## config.mk

```make
export PLATFORM = sky130hd
export DESIGN_NAME = sb_drain_cache_writer
export DESIGN_NICKNAME = d
export VERILOG_FILES = /design/src/rtl/sb_drain_cache_writer.sv
export SDC_FILE = /design/constraint.sdc
export NUM_CORES = 1
export LEC_CHECK = 0
export CORE_AREA = 2 2 279 281
export CTS_CLUSTER_DIAMETER = 40
export DETAILED_ROUTE_END_ITERATION = 8
export DIE_AREA = 0 0 281 283
export HOLD_SLACK_MARGIN = 0.08
export PLACE_DENSITY = 0.84
export RECOVER_POWER = 25
export SLEW_MARGIN = 25
export SYNTH_ARGS = -nofsm -noshare
export SYNTH_HDL_FRONTEND = slang
export SYNTH_SLANG_ARGS = --single-unit
```

## constraint.sdc

```tcl
create_clock -name clk -period 5.9 [get_ports clk]
set_input_delay 1.18 -clock clk [delete_from_list [all_inputs] [get_ports clk]]
set_output_delay 1.18 -clock clk [all_outputs]
set_load 0.005 [all_outputs]
```

## src/rtl/sb_drain_cache_writer.sv

```systemverilog
// sb_drain_cache_writer
//   Cache-side responder for the store buffer drain path. Each accepted
//   {addr, data} entry is written into a small direct-mapped, write-back,
//   write-allocate data cache. A miss on a dirty line first writes the victim
//   line back to memory, then fills the target line, then performs the write.
//
// Ports
//   clk        system clock
//   reset      asynchronous, active-low reset
//   sb_valid   store buffer presents a drain entry
//   sb_entry   {addr, data}
//   sb_ready   entry is accepted on this edge (high only in IDLE)
//   wr_done    one-cycle pulse: the accepted entry has been written
//   mem_req    memory request
//   mem_we     1 = line writeback, 0 = line fill
//   mem_addr   line-aligned memory address
//   mem_wdata  victim line, word0 in the least significant bits
//   mem_rdata  fill line, same packing as mem_wdata
//   mem_ack    memory completes the request on this edge
module sb_drain_cache_writer #(
  parameter int ADDR_WIDTH = 32,
  parameter int DATA_WIDTH = 32,
  parameter int NLINES     = 4,
  parameter int LINE_WORDS = 4
) (
  input  logic                             clk,
  input  logic                             reset,
  input  logic                             sb_valid,
  input  logic [ADDR_WIDTH+DATA_WIDTH-1:0] sb_entry,
  output logic                             sb_ready,
  output logic                             wr_done,
  output logic                             mem_req,
  output logic                             mem_we,
  output logic [ADDR_WIDTH-1:0]            mem_addr,
  output logic [LINE_WORDS*DATA_WIDTH-1:0] mem_wdata,
  input  logic [LINE_WORDS*DATA_WIDTH-1:0] mem_rdata,
  input  logic                             mem_ack
);

  localparam int OFF_W  = $clog2(LINE_WORDS);
  localparam int IDX_W  = $clog2(NLINES);
  localparam int LOW_W  = OFF_W + 2;                 // word offset + byte bits
  localparam int TAG_W  = ADDR_WIDTH - IDX_W - LOW_W;
  localparam int LINE_W = LINE_WORDS * DATA_WIDTH;

  typedef enum logic [1:0] {
    IDLE  = 2'd0,
    CHECK = 2'd1,
    EVICT = 2'd2,
    FILL  = 2'd3
  } state_t;

  state_t                  state_q, state_d;
  logic [ADDR_WIDTH-1:0]   addr_q, addr_d;
  logic [DATA_WIDTH-1:0]   wdata_q, wdata_d;
  logic [LINE_W-1:0]       data_q [NLINES];
  logic [LINE_W-1:0]       data_d [NLINES];
  logic [TAG_W-1:0]        tag_q [NLINES];
  logic [TAG_W-1:0]        tag_d [NLINES];
  logic [NLINES-1:0]       valid_q, valid_d;
  logic [NLINES-1:0]       dirty_q, dirty_d;
  logic                    wr_done_q, wr_done_d;
  logic                    mem_req_q, mem_req_d;
  logic                    mem_we_q, mem_we_d;
  logic [ADDR_WIDTH-1:0]   mem_addr_q, mem_addr_d;
  logic [LINE_W-1:0]       mem_wdata_q, mem_wdata_d;

  logic [IDX_W-1:0]        idx_s;
  logic [OFF_W-1:0]        off_s;
  logic [TAG_W-1:0]        tag_s;
  logic                    hit_s;
  logic                    ack_s;
  logic [ADDR_WIDTH-1:0]   fill_addr_s;
  logic [ADDR_WIDTH-1:0]   victim_addr_s;
  logic                    unused_s;

  // Address decode of the latched entry.
  assign idx_s         = addr_q[LOW_W +: IDX_W];
  assign off_s         = addr_q[2 +: OFF_W];
  assign tag_s         = addr_q[ADDR_WIDTH-1 -: TAG_W];
  assign hit_s         = valid_q[idx_s] && (tag_q[idx_s] == tag_s);
  assign fill_addr_s   = {addr_q[ADDR_WIDTH-1:LOW_W], {LOW_W{1'b0}}};
  assign victim_addr_s = {tag_q[idx_s], idx_s, {LOW_W{1'b0}}};
  // An ack is only meaningful while a request is outstanding.
  assign ack_s         = mem_ack & mem_req_q;
  // Byte-select bits play no part in a word-granular cache.
  assign unused_s      = ^addr_q[1:0];

  assign sb_ready  = (state_q == IDLE);
  assign wr_done   = wr_done_q;
  assign mem_req   = mem_req_q;
  assign mem_we    = mem_we_q;
  assign mem_addr  = mem_addr_q;
  assign mem_wdata = mem_wdata_q;

  // Next-state, cache-array update and registered-output computation.
  always_comb begin
    state_d     = state_q;
    addr_d      = addr_q;
    wdata_d     = wdata_q;
    data_d      = data_q;
    tag_d       = tag_q;
    valid_d     = valid_q;
    dirty_d     = dirty_q;
    wr_done_d   = 1'b0;
    mem_req_d   = mem_req_q;
    mem_we_d    = mem_we_q;
    mem_addr_d  = mem_addr_q;
    mem_wdata_d = mem_wdata_q;

    case (state_q)
      IDLE: begin
        if (sb_valid) begin
          addr_d  = sb_entry[ADDR_WIDTH+DATA_WIDTH-1:DATA_WIDTH];
          wdata_d = sb_entry[DATA_WIDTH-1:0];
          state_d = CHECK;
        end else begin
          state_d = IDLE;
        end
      end

      CHECK: begin
        if (hit_s) begin
          data_d[idx_s][DATA_WIDTH*off_s +: DATA_WIDTH] = wdata_q;
          dirty_d[idx_s] = 1'b1;
          wr_done_d      = 1'b1;
          state_d        = IDLE;
        end else if (valid_q[idx_s] && dirty_q[idx_s]) begin
          mem_req_d   = 1'b1;
          mem_we_d    = 1'b1;
          mem_addr_d  = victim_addr_s;
          mem_wdata_d = data_q[idx_s];
          state_d     = EVICT;
        end else begin
          mem_req_d   = 1'b1;
          mem_we_d    = 1'b0;
          mem_addr_d  = fill_addr_s;
          mem_wdata_d = '0;
          state_d     = FILL;
        end
      end

      EVICT: begin
        // The fill request follows the writeback without a gap.
        if (ack_s) begin
          dirty_d[idx_s] = 1'b0;
          mem_req_d      = 1'b1;
          mem_we_d       = 1'b0;
          mem_addr_d     = fill_addr_s;
          mem_wdata_d    = '0;
          state_d        = FILL;
        end else begin
          state_d = EVICT;
        end
      end

      FILL: begin
        // Back to CHECK, which is then guaranteed to hit.
        if (ack_s) begin
          data_d[idx_s]  = mem_rdata;
          tag_d[idx_s]   = tag_s;
          valid_d[idx_s] = 1'b1;
          dirty_d[idx_s] = 1'b0;
          mem_req_d      = 1'b0;
          mem_we_d       = 1'b0;
          mem_addr_d     = '0;
          state_d        = CHECK;
        end else begin
          state_d = FILL;
        end
      end

      default: begin
        mem_req_d   = 1'b0;
        mem_we_d    = 1'b0;
        mem_addr_d  = '0;
        mem_wdata_d = '0;
        state_d     = IDLE;
      end
    endcase
  end

  // State, cache arrays and registered outputs; reset drops any in-flight entry.
  always_ff @(posedge clk or negedge reset) begin
    if (!reset) begin
      state_q     <= IDLE;
      addr_q      <= '0;
      wdata_q     <= '0;
      valid_q     <= '0;
      dirty_q     <= '0;
      wr_done_q   <= 1'b0;
      mem_req_q   <= 1'b0;
      mem_we_q    <= 1'b0;
      mem_addr_q  <= '0;
      mem_wdata_q <= '0;
      for (int i = 0; i < NLINES; i++) begin
        data_q[i] <= '0;
        tag_q[i]  <= '0;
      end
    end else begin
      state_q     <= state_d;
      addr_q      <= addr_d;
      wdata_q     <= wdata_d;
      valid_q     <= valid_d;
      dirty_q     <= dirty_d;
      wr_done_q   <= wr_done_d;
      mem_req_q   <= mem_req_d;
      mem_we_q    <= mem_we_d;
      mem_addr_q  <= mem_addr_d;
      mem_wdata_q <= mem_wdata_d;
      for (int i = 0; i < NLINES; i++) begin
        data_q[i] <= data_d[i];
        tag_q[i]  <= tag_d[i];
      end
    end
  end

endmodule
```

== Word level (Yosys, flattened, before mapping) ==
Cells that the tools add are included.

* Word-level logic and storage cells: 108
* Output and inout port bits: 164
* Bits in registers: 853
* Input port bits: 196

* Mux-type cells: 51
* Bitwise operators: 6
* Shifts and indexed selects: 2
* Equality and inequality tests: 9
* Reduce and logical (&&, ||, !) cells: 17
* Add/sub/neg operators: 1
* Order comparisons: 4

{| class="wikitable"
|+ Operator list
! operator !! count
|-
| 512-bit bitwise mux || 2
|-
| 512-bit two-way mux || 2
|-
| 512-bit case mux with 2 select lines || 1
|-
| 128-bit two-way mux || 7
|-
| 128-bit demux with 2-bit select || 2
|-
| 128-bit binary-select mux with 2-bit select || 1
|-
| 128-bit case mux with 2 select lines || 1
|-
| 32-bit two-way mux || 4
|-
| 32-bit by 34-bit variable shift with 128-bit output (first input constant) || 1
|-
| 32-bit by 34-bit indexed part select with 128-bit output || 1
|-
| 104-bit bitwise mux || 1
|-
| 32-bit case mux with 3 select lines || 1
|-
| 26-bit two-way mux || 3
|-
| 26-bit binary-select mux with 2-bit select || 1
|-
| 26-bit demux with 2-bit select || 1
|-
| 7-bit negation with 34-bit output || 1
|-
| 26-bit equality test || 1
|-
| 1-bit two-way mux || 13
|-
| 3-bit AND reduction || 4
|-
| 4-bit two-way mux || 2
|-
| 2-bit != test (second input constant) || 4
|-
| 4-bit OR || 2
|-
| 2-bit case mux with 4 select lines || 1
|-
| 4-bit case mux with 2 select lines || 1
|-
| other kinds (23) || 32
|}

== Longest topological paths before layout ==
* Depth after elaboration: 8
* Depth in mapped cells: 16
* Gate-level depth less buffers: 8

== Worst setup path after synthesis ==
No wires, ideal clock.

* Path type: register to register
* Start: reg addr_q[4]
* End: reg data_q[162] in the netlist's numbering
* Path buffers: 4
* Data arrival time: 3.108 ns
* Stages on the path, launching flop included: 13
* Data required time: 5.773 ns
* Path slack: 2.665 ns
* Path through: dfrtp_1 > buf_6 > buf_6 > mux4_2 > xnor2_1 > nand4_1 > nor4_1 > o2111ai_1 > and2_4 > buf_4 > nor3_4 > buf_6 > mux2_1

* Word-level cells in the longest chain between the ends: 8

{| class="wikitable"
|+ Ends and longest elaborated chain
! item !! line !! source
|-
| from (decl) || 54 || <nowiki>logic [ADDR_WIDTH-1:0] addr_q, addr_d;</nowiki>
|-
| from (signal assigned) || 202 || <nowiki>addr_q <= addr_d;</nowiki>
|-
| 2-bit NOT with 3-bit output (implied by the code) || 81, 124, 160 ||
|-
| 26-bit binary-select mux with 2-bit select, or another cell as far along || 81 || <nowiki>assign hit_s = valid_q[idx_s] && (tag_q[idx_s] == tag_s);</nowiki>
|-
| 26-bit two-way mux (implied by the code) or 1-bit logical AND (tied branches) || 81, 124, 160 ||
|-
| 26-bit two-way mux (implied by the code), or another cell as far along || 81 ||
|-
| 26-bit equality test, or another cell as far along || 81 ||
|-
| 1-bit logical AND, or another cell as far along || 81 ||
|-
| 2-bit != test (no line), or another cell as far along || -- ||
|-
| 3-bit AND reduction (no line) or 512-bit case mux with 2 select lines (tied branches) || -- ||
|-
| to (signal, indexed assignment) || 212 || <nowiki>data_q[i] <= data_d[i];</nowiki>
|-
| to (decl) || 56 || <nowiki>logic [LINE_W-1:0] data_q [NLINES];</nowiki>
|}

Several ways; a longest one is shown, not always the timed one. The select of a mux whose other input is x is not followed.
A chain may end at the register's enable or synchronous reset.

== Final worst setup path ==
* Start: reg addr_q[4]
* End: reg data_q[247] in the netlist's numbering

The elaborated chain is that of the path after synthesis.

==> impl_metrics.toml <==
[status]
status = "finished with violations"
violations = "capacitance limit, slew limit"

[yosys]
synth-seq-cells = 847
ys_types = 54
async_flop_share = 1.00
synthCells = 3348
synth_edf_count = 0
synth.top_cells.by_count = "847 x dfrtp_1, 606 x mux2_2, 377 x nand2_1"
syn_avg_cell_area_um2 = 12.5
synth-compound-area-share = 0.138
syn-cell-area_um2 = 41800
synthAdderAreaFrac = 0.00299
synthSimpleGateAreaFrac = 0.0512
synth_top_family_by_area = "multiplexers"
synth_ff_type = "dfrtp_1"
ys_seq_area_frac = 0.507
synthMuxAreaShare = 0.259
synth.most_common_cell = "dfrtp_1"
ys_warn_count = 0
synth_top_cell_by_area = "dfrtp_1"
synthTopCellsByArea = "dfrtp_1 51%, mux2_2 16%, mux4_2 8.0%"
synth_xor_area_frac = 0.00398
synth_top_cell_area_share = 0.507

[setup_path]
max_stage_delay_ns = 0.82
path_buf_inv = 1
worstPathCellList = "mux4_2 -> a22o_1 -> a221o_1 -> nor4_1 -> o2111ai_1 -> and2_4 -> nor2_4 -> buf_4 -> mux2_2"
cp-end-kind = "flop"
critical-path-top-delay-family = "simple AND/OR/NAND/NOR gates"
path_class = "flop to flop"
cp_slowest_cell = "dfrtp_4"
worstPathMaxFanout = 36
setup.worst_path.start_class = "flop"
critical_path_arrival_ns = 5.34
cp_data_required_time_ns = 6.45

[cts]
cts_buffers = 118
clock_sinks = 847
clockBufferDepth = 3
cts_tree = "built"
post-cts-setup-buffers = 0
holdBufCountCts = 0
root_buffer = "clkbuf_16"
clkTransAtPathRegs_ns = 0.06
h-tree-depth = 3
clk_latency_ns = 0.69
ctsResizeCount = 0

[power]
p_per_area_nw_per_um2 = 526
p_leak_uw = 0.0220
ir_worst_vdd_mv = 0.514

[cells_and_area]
syn_to_final_growth_pct = 20.4
final_nets = 3774
drive_gt1_frac = 0.300
fin_util = 0.656

[global_routing]
grt_pass1_wl_um = 192000
grt_max_degree = 209
overflow = 0
track_usage = 0.316
grt_pass1_vias = 31909
antenna_found_initial = 36

[drt]
drtAntennaViolNets = 0
finalWirelength_um = 125000
vias = 30589
drt_pass1_iterations = 6
drc = 0
wire_per_inst_um = 26.4
via_per_inst = 6.46
drtIter0Drc = 3055

[sta]
fin_crit_ns = 4.78
setup_tns_ns = 0
fmax_mhz = 209
fin_skew_ns = 0.0384
setup_viol = 0
slew_viol_final = 213
fin_crit_sh = 0.810
hold_viol_final = 0
rsz0062_at_grt = "no"
relSlewSlack = -0.576
worst_pin_slew_ns = 2.36

[placed_design]
place_hpwl_um = 74600
port-buffer-count = 353
gp_congestion = 0.830

[floorplan]
die_h_um = 283
start_util = 0.545
die_w_um = 281
die_area_um2 = 79500
rows = 102
pin_count = 360
fp.coreArea_um2 = 76700

[hold_path]
hold_path_class = "flop to flop"

[run]
cap_violations = 3
-- cell families after synthesis --
group | Yosys count
xor+xnor | 19
simple gates | 509
buf+inv | 354
compound gates | 791
mux | 817
other cells | 1
fa+ha+maj | 10
flops | 847
-- worst paths after layout --
check                           cells past startpoint  startpoint  slack, ns            end
worst min-delay path                                1  valid_q[1]       0.46     valid_q[1]
max in group asynchronous                           3       reset       1.20    data_q[226]
worst max-delay path                                9   addr_q[4]       1.12    data_q[247]
min in group asynchronous                           1       reset       1.07  mem_wdata[40]
worst min register to register                      1  valid_q[1]       0.46     valid_q[1]
worst max register to register                      9   addr_q[4]       1.12    data_q[247]
-- state kept, by name, summed over array words and instances (netlist names), named ones only --
register   count
mem_req        1
valid_q        4
mem_addr      28
state_q        2
addr_q        30
mem_we         1
wdata_q       32
data_q       512
mem_wdata    128
tag_q        104
wr_done        1
-- layout make-up --
cell class | count | area [um2]
fillers | 5495 | 26400
clock buffers | 145 | 3240
clock inverters | 76 | 907
multi-input cells | 2150 | 19200
diodes | 25 | 62.6
flip-flops and latches | 847 | 21200
inverters | 13 | 48.8
well taps | 1040 | 1300
repair buffers | 438 | 4320
-- stage by stage --
| stage | hold slack [ns] | instance area, um2 | power, uW | setup WS (ns) | instances |
|---|---|---|---|---|---|
| after floorplan | 0.434 | 41800 | 15500 | 2.66 | 3351 |
| after global placement | 0.447 | 46100 | 18700 | 1.20 | 4487 |
| after detailed placement | 0.454 | 46100 | 19000 | 1.14 | 4487 |
| after CTS | 0.468 | 50300 | 26400 | 1.11 | 4708 |
| after global routing | 0.489 | 50300 | 27700 | 0.482 | 4725 |
| final | 0.465 | 50300 | 26400 | 1.12 | 4734 |
-- metal layers --
| layer | vias to the layer above | GRT usage | part of all wire |
|---|---|---|---|
| li1 | 12947 | - | - |
| met5 | - | 0 | 0.0014 |
| met1 | 15729 | 0.401 | 0.38 |
| met3 | 342 | 0.0830 | 0.095 |
| met4 | 28 | 0.153 | 0.043 |
| met2 | 1543 | 0.503 | 0.48 |
-- cells in the final DEF, fill, tap and decap left out, drive strengths merged, types with 3 or more instances in the layout --
master,instances
clkinvlp,14
nand3,3
mux4,148
a32oi,6
clkdlybuf4s50,352
clkbuf,153
conb,4
nand2b,4
clkinv,34
o211ai,3
nand2,377
or2,6
buf,78
diode,25
o21ai,258
inv,28
a32o,95
ha,10
a22oi,54
mux2i,22
nor2,85
nor3,19
nor2b,3
a21oi,64
xnor2,17
nor3b,3
a22o,290
dfrtp,847
bufinv,13
mux2,647
-- where the power goes --
part           switching [uW]  internal, uW  total, uW
Sequential               2130          7670       9800
Combinational            5090          4240       9320
Clock                    2820          4510       7320
Total                   10000         16400      26400
-- worst reg2reg max path: stages, from the launching register on --
cell,delay (ns)
dfrtp_4,0.82
mux4_2,0.63
a22o_1,0.28
a221o_1,0.28
nor4_1,0.32
o2111ai_1,0.51
and2_4,0.51
nor2_4,0.60
buf_4,0.34
mux2_2,0.35
Note: power is estimated with default switching activity, not from simulation.
